==> src/rtl/cla_add_scheduler.sv <==
// Two-requester sequencer for a shared 32-bit carry-lookahead adder (no carry-in).
// Subtract runs as a negate pass (~B + 1) followed by an add pass.
module cla_add_scheduler #(
  parameter bit ROUND_ROBIN = 1'b1
) (
  input  logic        clock,
  input  logic        reset,
  input  logic        req0_valid,
  input  logic        req0_op,
  input  logic [31:0] req0_a,
  input  logic [31:0] req0_b,
  output logic        req0_ready,
  input  logic        req1_valid,
  input  logic        req1_op,
  input  logic [31:0] req1_a,
  input  logic [31:0] req1_b,
  output logic        req1_ready,
  output logic        resp_valid,
  output logic        resp_id,
  output logic [31:0] resp_result,
  output logic        resp_ovf,
  input  logic        resp_ready,
  output logic [31:0] add_a,
  output logic [31:0] add_b,
  output logic        add_en,
  input  logic [31:0] add_s,
  input  logic        add_cout
);

  typedef enum logic [1:0] {StIdle, StNeg, StAdd, StResp} state_e;

  state_e      state_q, state_d;
  logic [31:0] a_q, a_d, b_q, b_d, res_q, res_d;
  logic        op_q, op_d, id_q, id_d, bsign_q, bsign_d, ovf_q, ovf_d;
  logic        last_grant_q, last_grant_d;
  logic        grant_any, grant_id, idle;
  logic [31:0] sel_b;

  // Arbiter: the only combinational path from requester inputs to outputs.
  always_comb begin
    grant_any = req0_valid | req1_valid;
    if (req0_valid && req1_valid) begin
      grant_id = ROUND_ROBIN ? ~last_grant_q : 1'b0;
    end else begin
      grant_id = req1_valid;
    end
    // Gated with reset so every output reads 0 while reset is held.
    idle       = (state_q == StIdle) && reset;
    req0_ready = idle && req0_valid && !grant_id;
    req1_ready = idle && req1_valid && grant_id;
    sel_b      = grant_id ? req1_b : req0_b;
  end

  always_comb begin
    state_d      = state_q;
    a_d          = a_q;
    b_d          = b_q;
    res_d        = res_q;
    op_d         = op_q;
    id_d         = id_q;
    bsign_d      = bsign_q;
    ovf_d        = ovf_q;
    last_grant_d = last_grant_q;
    unique case (state_q)
      StIdle: begin
        if (grant_any) begin
          a_d          = grant_id ? req1_a : req0_a;
          b_d          = sel_b;
          op_d         = grant_id ? req1_op : req0_op;
          id_d         = grant_id;
          bsign_d      = sel_b[31];
          last_grant_d = grant_id;
          state_d      = op_d ? StNeg : StAdd;
        end
      end
      StNeg: begin
        b_d     = add_s;
        state_d = StAdd;
      end
      StAdd: begin
        res_d   = add_s;
        // Subtract overflow uses the original B sign, so 0 - 0x80000000 flags.
        ovf_d   = op_q ? ((a_q[31] ^ bsign_q) & (add_s[31] ^ a_q[31])) : add_cout;
        state_d = StResp;
      end
      StResp: begin
        if (resp_ready) state_d = StIdle;
      end
    endcase
  end

  always_ff @(posedge clock or negedge reset) begin
    if (!reset) begin
      state_q      <= StIdle;
      a_q          <= '0;
      b_q          <= '0;
      res_q        <= '0;
      op_q         <= 1'b0;
      id_q         <= 1'b0;
      bsign_q      <= 1'b0;
      ovf_q        <= 1'b0;
      last_grant_q <= 1'b1;
    end else begin
      state_q      <= state_d;
      a_q          <= a_d;
      b_q          <= b_d;
      res_q        <= res_d;
      op_q         <= op_d;
      id_q         <= id_d;
      bsign_q      <= bsign_d;
      ovf_q        <= ovf_d;
      last_grant_q <= last_grant_d;
    end
  end

  always_comb begin
    add_en = 1'b0;
    add_a  = '0;
    add_b  = '0;
    if (state_q == StNeg) begin
      add_en = 1'b1;
      add_a  = ~b_q;
      add_b  = 32'h1;
    end else if (state_q == StAdd) begin
      add_en = 1'b1;
      add_a  = a_q;
      add_b  = b_q;
    end
  end

  assign resp_valid  = (state_q == StResp);
  assign resp_id     = id_q;
  assign resp_result = res_q;
  assign resp_ovf    = ovf_q;

endmodule
==> config.mk <==
export PLATFORM = sky130hd
export DESIGN_NAME = cla_add_scheduler
export DESIGN_NICKNAME = d
export VERILOG_FILES = /design/src/rtl/cla_add_scheduler.sv
export SDC_FILE = /design/constraint.sdc
export NUM_CORES = 1
export LEC_CHECK = 0
export CAP_MARGIN = 0
export CORE_MARGIN = 2
export CORE_UTILIZATION = 45
export CTS_BUF_LIST = sky130_fd_sc_hd__clkbuf_4 sky130_fd_sc_hd__clkbuf_8
export DETAILED_ROUTE_END_ITERATION = 8
export PLACE_DENSITY_LB_ADDON = 0.2
export SLEW_MARGIN = 5
export SYNTH_ARGS = -nofsm -noshare
export SYNTH_HDL_FRONTEND = slang
export SYNTH_SLANG_ARGS = --single-unit
==> constraint.sdc <==
create_clock -name clock -period 4.1 [get_ports clock]
set_input_delay 0.82 -clock clock [delete_from_list [all_inputs] [get_ports clock]]
set_output_delay 0.82 -clock clock [all_outputs]
set_load 0.03 [all_outputs]
# Word level (Yosys, flattened, before mapping)
# Cells that the tools add are included.
# totals
register_bits,103
input_bits,168
word_cells,49
# classes
n_eq_ne,5
n_mux,17
bitwise_logic,6
reduce_logical,12
# ops
operator,count
$mux 32,7
$pmux 32 s2,1
$not 32->32,1
$pmux 2 s4,1
$logic_and 1x1->1,6
$mux 2,3
$reduce_and 2->1,3
$mux 1,5
$eq 2x2->1 const B,2
$eq 2x1->1 const B,1
$logic_not 2->1,1
$ne 2x1->1 const B,1
$ne 2x2->1 const B,1
$reduce_bool 2->1,1
$xor 1x1->1,2
$and 1x1->1,1
$logic_not 1->1,1
$not 1->1,1
$or 1x1->1,1

# Depth between registers and ports, before layout
# Gate-level depths: netlist of the first run.
# logic_depth
ltp_word,6
ltp_mapped,8

# Worst setup path before layout of the first run
# No wires, ideal clock.
# synth_timing
path_kind,reg2out
start,register state_q[0]
end,output add_a[10]
arrival_ns,1.750
path_slack_ns,1.530
stages_incl_launch_ff,9
path_buffers,3
path_cell_list,dfrtp_1 > inv_1 > ha_1 > buf_2 > nor2b_1 > buf_2 > clkbuf_1 > nand2_1 > o21ai_0
# synth_via
elab_chain_len,3
elab_cells_between_ends,4
cone_classes,eq/ne: 2; mux: 2
# synth_lines
element,line,text
start: declaration,32,"state_e state_q, state_d;"
start signal: assignment,94,state_q <= StIdle;
start signal: assignment,104,state_q <= state_d;
$eq 2x2->1,124,end else if (state_q == StAdd) begin
$mux 32,124,
$mux 32 (*),120,if (state_q == StNeg) begin
end: declaration,23,"output logic [31:0] add_a,"
# Mark *: on every way between the ends. The rest lies on a longest branch, timed or not.

# Final worst setup path of the first run
# layout_timing
start,register state_q[1]
end,output add_a[3]
# Same word-level chain as after synthesis.

==> results of run 1 <==
## critical path: stages (launching register included)
cell	delay, ns
dfrtp_1	0.41
inv_1	0.13
ha_2	0.53
clkinvlp_4	0.60
o21ai_0	0.32
clkdlybuf4s50_1	0.71
## worst paths after layout
| check | startpoint | endpoint | cells past startpoint |
|---|---|---|---|
| worst max register to register | state_q[1] | b_q[25] | 5 |
| worst min-delay path | reset | a_q[28] | 1 |
| worst max-delay path | state_q[1] | add_a[3] | 5 |
| max in group asynchronous | reset | resp_result[30] | 2 |
| min in group clock | a_q[1] | a_q[1] | 2 |
| worst min register to register | a_q[1] | a_q[1] | 2 |
## sequential cells by signal, summed over array words and instances, names as in the netlist
| signal | flops |
|---|---|
| bsign_q | 1 |
| resp_id | 1 |
| op_q | 1 |
| resp_ovf | 1 |
| a_q | 32 |
| last_grant_q | 1 |
| resp_result | 32 |
| b_q | 32 |
| state_q | 2 |
## stage by stage
stage	area (sq um)	utilization	std cells	hold slack, ns	power [W]
floorplan	5700	-	545	0.450	0.00461
global placement	8460	0.678	950	0.465	0.00618
detailed placement	8460	0.678	950	0.470	0.00630
CTS	8660	0.695	965	0.378	0.00698
global route	8670	0.695	966	0.386	0.00738
finish	8670	0.695	966	0.368	0.00696
## power by group
group	leakage [nW]	switching [W]	total [W]	internal [W]
logic	2.33	0.00255	0.00440	0.00185
clock network	0.102	0.000344	0.000662	0.000319
registers	1.24	0.000345	0.00189	0.00155
total	3.67	0.00324	0.00696	0.00371
## final cells by class
type	instances	area (sq um)
fillers	992	3800
multi-input cells	390	2870
repair buffers	279	2770
flip-flops and latches	103	2580
well taps	172	215
clock buffers	12	159
clock inverters	3	42.5
inverters	6	26.3
repair inverters	1	7.51
## what timing repair did
| action | CTS | global route |
|---|---|---|
| hold buffers | 0 | 0 |
| gates resized for setup | 0 | 2 |
| setup endpoints to repair | 0 | 18 |
## cell families after synthesis
logic type,Yosys count,share of synthesized area
simple gates,146,0.139
compound gates,143,0.172
flops,103,0.453
mux,96,0.176
buf+inv,52,0.0501
fa+ha+maj,5,0.0110
## Yosys cell counts
library cell,instances
a221oi_1,1
ha_1,5
nor3b_4,1
a31oi_1,1
a21oi_1,2
clkbuf_1,23
o21ai_0,100
o211ai_2,30
and3b_1,1
dfstp_2,1
nand3b_1,32
buf_2,9
nor3b_1,1
nor2_1,3
nor2b_1,3
inv_1,6
and3_1,1
mux2i_1,64
nand2_1,68
a21bo_2,1
or3_1,1
buf_6,10
o41ai_1,1
a22o_1,1
nand3_1,1
o41a_1,1
nor3_1,1
buf_4,1
buf_1,3
dfrtp_1,102
o211ai_1,2
and2_1,33
o21ai_1,1
o22ai_1,1
a221oi_2,1
mux2_2,32
## per-layer routing
metal  GRT usage  wire length (um)  vias up
li1            -                 -     2415
met1       0.315              7440     2484
met2       0.465              9160      205
met3      0.0628              1270       26
met4      0.0825               429        0
met5           0                 0        -
==> flow_summary.toml, run 1 <==
[detailed_routing]
post_drt_wl_per_cell_um = 18.9
drt_iter0_drc = 290
detail-route-antenna-nets = 0
drc = 0
vias = 5130
vias_per_cell = 5.31
wirelength_mm = 18.3
drtPass1Iterations = 4

[floorplanning]
rows = 41
core_sq_um = 12500
chipWidth_um = 117
die-area_sq_um = 13600
start_util = 0.457
io_pins = 270
dieHeight_um = 117

[clock_tree]
clock_sinks = 103
cts_setup_buffers = 0
cts_made_buffers = 9
cts_tree = "done"
clockBufferDepth = 2
clock_latency_ns = 0.38
h-tree-depth = 3
clkTransAtPathRegs_ns = 0.09
clock-root-buffer = "clkbuf_8"

[timing]
setup_ws_ns = 0.195
fin_crit_sh = 0.953
finalCriticalPeriod_ns = 3.91
tightest_slew_ns = 0.960
fmax_mhz = 256
final-hold-violation-count = 0
rsz0062_at_grt = "no"
setup_viol = 0
fin_worst_skew_ns = 0.0120
slew_headroom = 0.360
final_max_slew_viol_count = 0
tns_ns = 0

[worst_setup_path]
arrival_ns = 3.09
crit_fanout = 20
end_kind = "output port"
crit_path_start_kind = "flip-flop"
path_class = "flip-flop to output port"
cp.required_ns = 3.28
reg2reg_slack_ns = 1.68

[yosys]
ys_ff_latch = 103
synth_top_area_frac = 0.448
synth_seq_area_share = 0.453
synth_warnings = 0
syn_nets = 718
synth_area_leaders = "dfrtp_1 45%, mux2i_1 11%, o21ai_0 8.8%"
netlist_area_sq_um = 5700
synth_cell_type_count = 36
syn_area_per_cell_sq_um = 10.5
synth_cells = 545
yosys.area.top_type = "dfrtp_1"

[global_routing]
first_global_vias = 5139
antenna_found_initial = 0
grt_pass1_wl_mm = 27.1
gr-total-overflow = 0
grt_use_total = 0.262
grt_max_degree = 76

[cells_and_area]
syn2layout_area_growth_pct = 52.2
mostFrequentLayoutCells = "266 x clkdlybuf4s50_1, 102 x dfrtp_1, 100 x o21ai_0"
diodes = 0
final_common_cell = "clkdlybuf4s50_1"
fin_nets = 963
drive_gt1_frac = 0.128

[placed_design]
dpl.hpwl_mm = 13.1
place_ws_ns = 0.503
gp_congestion = 0.827
port_buffers = 269

[power]
power_density_nw_per_um2 = 802
irDropWorstVdd_mv = 0.518
power.leakage_nw = 3.67

[run]
maxCapViolations = 0

[status]
outcome = "completed"

[min_path]
hold_class = "input port to async pin"
No activity file was read; power rests on OpenSTA's default activity.
==> inputs of run 2 (changes only) <==
CORE_MARGIN = 1   (was 2)
==> run 2 against run 1 <==
Sequential power barely moved. Power grew 0.17%. Setup slack got worse by 0.065 ns. Critical path type unchanged. Critical endpoint is now add_a[14]. Largest cell class unchanged.
==> flow_summary.toml, run 2 (synthesis results as in run 1) <==
[global_routing]
antenna_found_initial = 0
gr-total-overflow = 0
use_met3 = 0.0561
first_global_vias = 5490
grt_pass1_wl_mm = 28.2
top_usage_layer = "met2"
use_met2 = 0.492
grt_use_total = 0.283
grt_max_degree = 69
met1_usage = 0.330

[detailed_routing]
post_drt_wl_per_cell_um = 18.7
detail-route-antenna-nets = 0
drc = 0
vias = 5221
drtPass1Iterations = 7
vias_per_cell = 5.42
drt_iter0_drc = 184
wirelength_mm = 18.0

[cells_and_area]
diodes = 0
fin_nets = 963
syn2layout_area_growth_pct = 52.3
fin_cells = 963
mostFrequentLayoutCells = "264 x clkdlybuf4s50_1, 102 x dfrtp_1, 100 x o21ai_0"
drive_gt1_frac = 0.131
final_common_cell = "clkdlybuf4s50_1"

[placed_design]
port_buffers = 269
dpl.hpwl_mm = 13.2
gp_congestion = 0.875
dp_cells = 947
place_ws_ns = 0.522

[timing]
fin_crit_sh = 0.968
final_max_slew_viol_count = 0
fmax_mhz = 252
setup_viol = 0
setup_ws_ns = 0.130
final-hold-violation-count = 0
tightest_slew_ns = 1.22
fin_worst_skew_ns = 0.00845
slew_headroom = 0.184
rsz0062_at_grt = "yes"
finalCriticalPeriod_ns = 3.97

[worst_setup_path]
slowest_stage = "clkdlybuf4s50_1"
end_kind = "output port"
arrival_ns = 3.15
crit_buf_inv = 3
cp_top_family = "buffers and inverters"
crit_fanout = 33
crit_path_start_kind = "flip-flop"
path_common_cell = "inv_1"
path_class = "flip-flop to output port"
cp_cell_sequence = "inv_1 -> ha_2 -> inv_1 -> o21ai_0 -> clkdlybuf4s50_1"
cp.required_ns = 3.28
crit_path_max_incr_delay_ns = 0.73

[power]
power_density_nw_per_um2 = 803
power.leakage_nw = 3.70
irDropWorstVdd_mv = 0.437
totalPowerFinal_w = 0.00697

[clock_tree]
clockBufferDepth = 2
clock_latency_ns = 0.37
cts_made_buffers = 9
cts_hold_buf = 0
clock-root-buffer = "clkbuf_8"
clkTransAtPathRegs_ns = 0.09
clock_sinks = 103
cts_tree = "done"
h-tree-depth = 3

[floorplanning]
rows = 40
core_sq_um = 12200
start_util = 0.469
io_pins = 270
chipWidth_um = 115
die-area_sq_um = 13100
dieHeight_um = 115

[status]
outcome = "completed"

[min_path]
hold_class = "flip-flop to flip-flop"

[run]
maxCapViolations = 0
run 2: cell types whose count changed in the layout (fill, tap and decap cells not counted):
| cell | delta |
|---|---|
| clkinv_2 | +1 |
| inv_1 | +1 |
| clkdlybuf4s50_1 | -2 |
| buf_4 | +2 |
| buf_12 | +1 |
| clkbuf_8 | +1 |
| clkinvlp_4 | -3 |
run 2: repair_timing:
action / in CTS / in global routing
buffers inserted: 0 / 0
hold endpoints to repair: 0 / 0
endpoints found under the setup margin: 0 / 16
gates resized for setup: 0 / 0
run 2: stage by stage:
| stage | cell area, sq um | TNS, ns | hold WS [ns] | utilization |
|---|---|---|---|---|
| 3_3_place_gp | 8470 | 0 | 0.464 | 0.696 |
| 6_report | 8680 | 0 | 0.490 | 0.714 |
| 4_1_cts | 8680 | 0 | 0.493 | 0.714 |
| 2_1_floorplan | 5700 | 0 | 0.450 | - |
| 3_5_place_dp | 8470 | 0 | 0.471 | 0.696 |
| 5_1_grt | 8680 | -0.592 | 0.518 | 0.714 |
run 2: layout make-up:
| class | instances | area [sq um] |
|---|---|---|
| clock inverter | 3 | 40.0 |
| clock buffer | 13 | 173 |
| sequential | 103 | 2580 |
| timing repair buffer | 280 | 2790 |
| fill | 897 | 3480 |
| inverter | 6 | 22.5 |
| tap | 168 | 210 |
| multi-input combinational | 390 | 2870 |
run 2: tightest hold or removal path: cells and delay by family, from the launching register on:
kind	cells	cell delay, ns
flip-flops	1	0.35
AO/OA/AOI/OAI	1	0.06
AND/OR/NAND/NOR	1	0.04
run 2: worst paths after layout:
| kind | cells after the start | slack [ns] | endpoint | from |
|---|---|---|---|---|
| max | 5 | 0.13 | add_a[14] | state_q[1] |
| min reg2reg | 2 | 0.49 | a_q[17] | a_q[17] |
| min | 2 | 0.49 | a_q[17] | a_q[17] |
| max in group asynchronous | 3 | 2.37 | b_q[0] | reset |
| max reg2reg | 6 | 1.41 | b_q[26] | state_q[1] |
| min in group asynchronous | 2 | 0.56 | a_q[28] | reset |
run 2: per-layer routing:
| metal | wire [um] | part of all wire | vias to the layer above |
|---|---|---|---|
| li1 | - | - | 2416 |
| met1 | 7130 | 0.40 | 2534 |
| met2 | 9070 | 0.50 | 226 |
| met3 | 1130 | 0.063 | 45 |
| met4 | 688 | 0.038 | 0 |
| met5 | 0 | 0 | - |
run 2: power breakdown:
group | internal [W] | leakage [nW] | switching [W]
registers | 0.00155 | 1.24 | 0.000331
clock network | 0.000338 | 0.113 | 0.000348
logic | 0.00184 | 2.35 | 0.00256
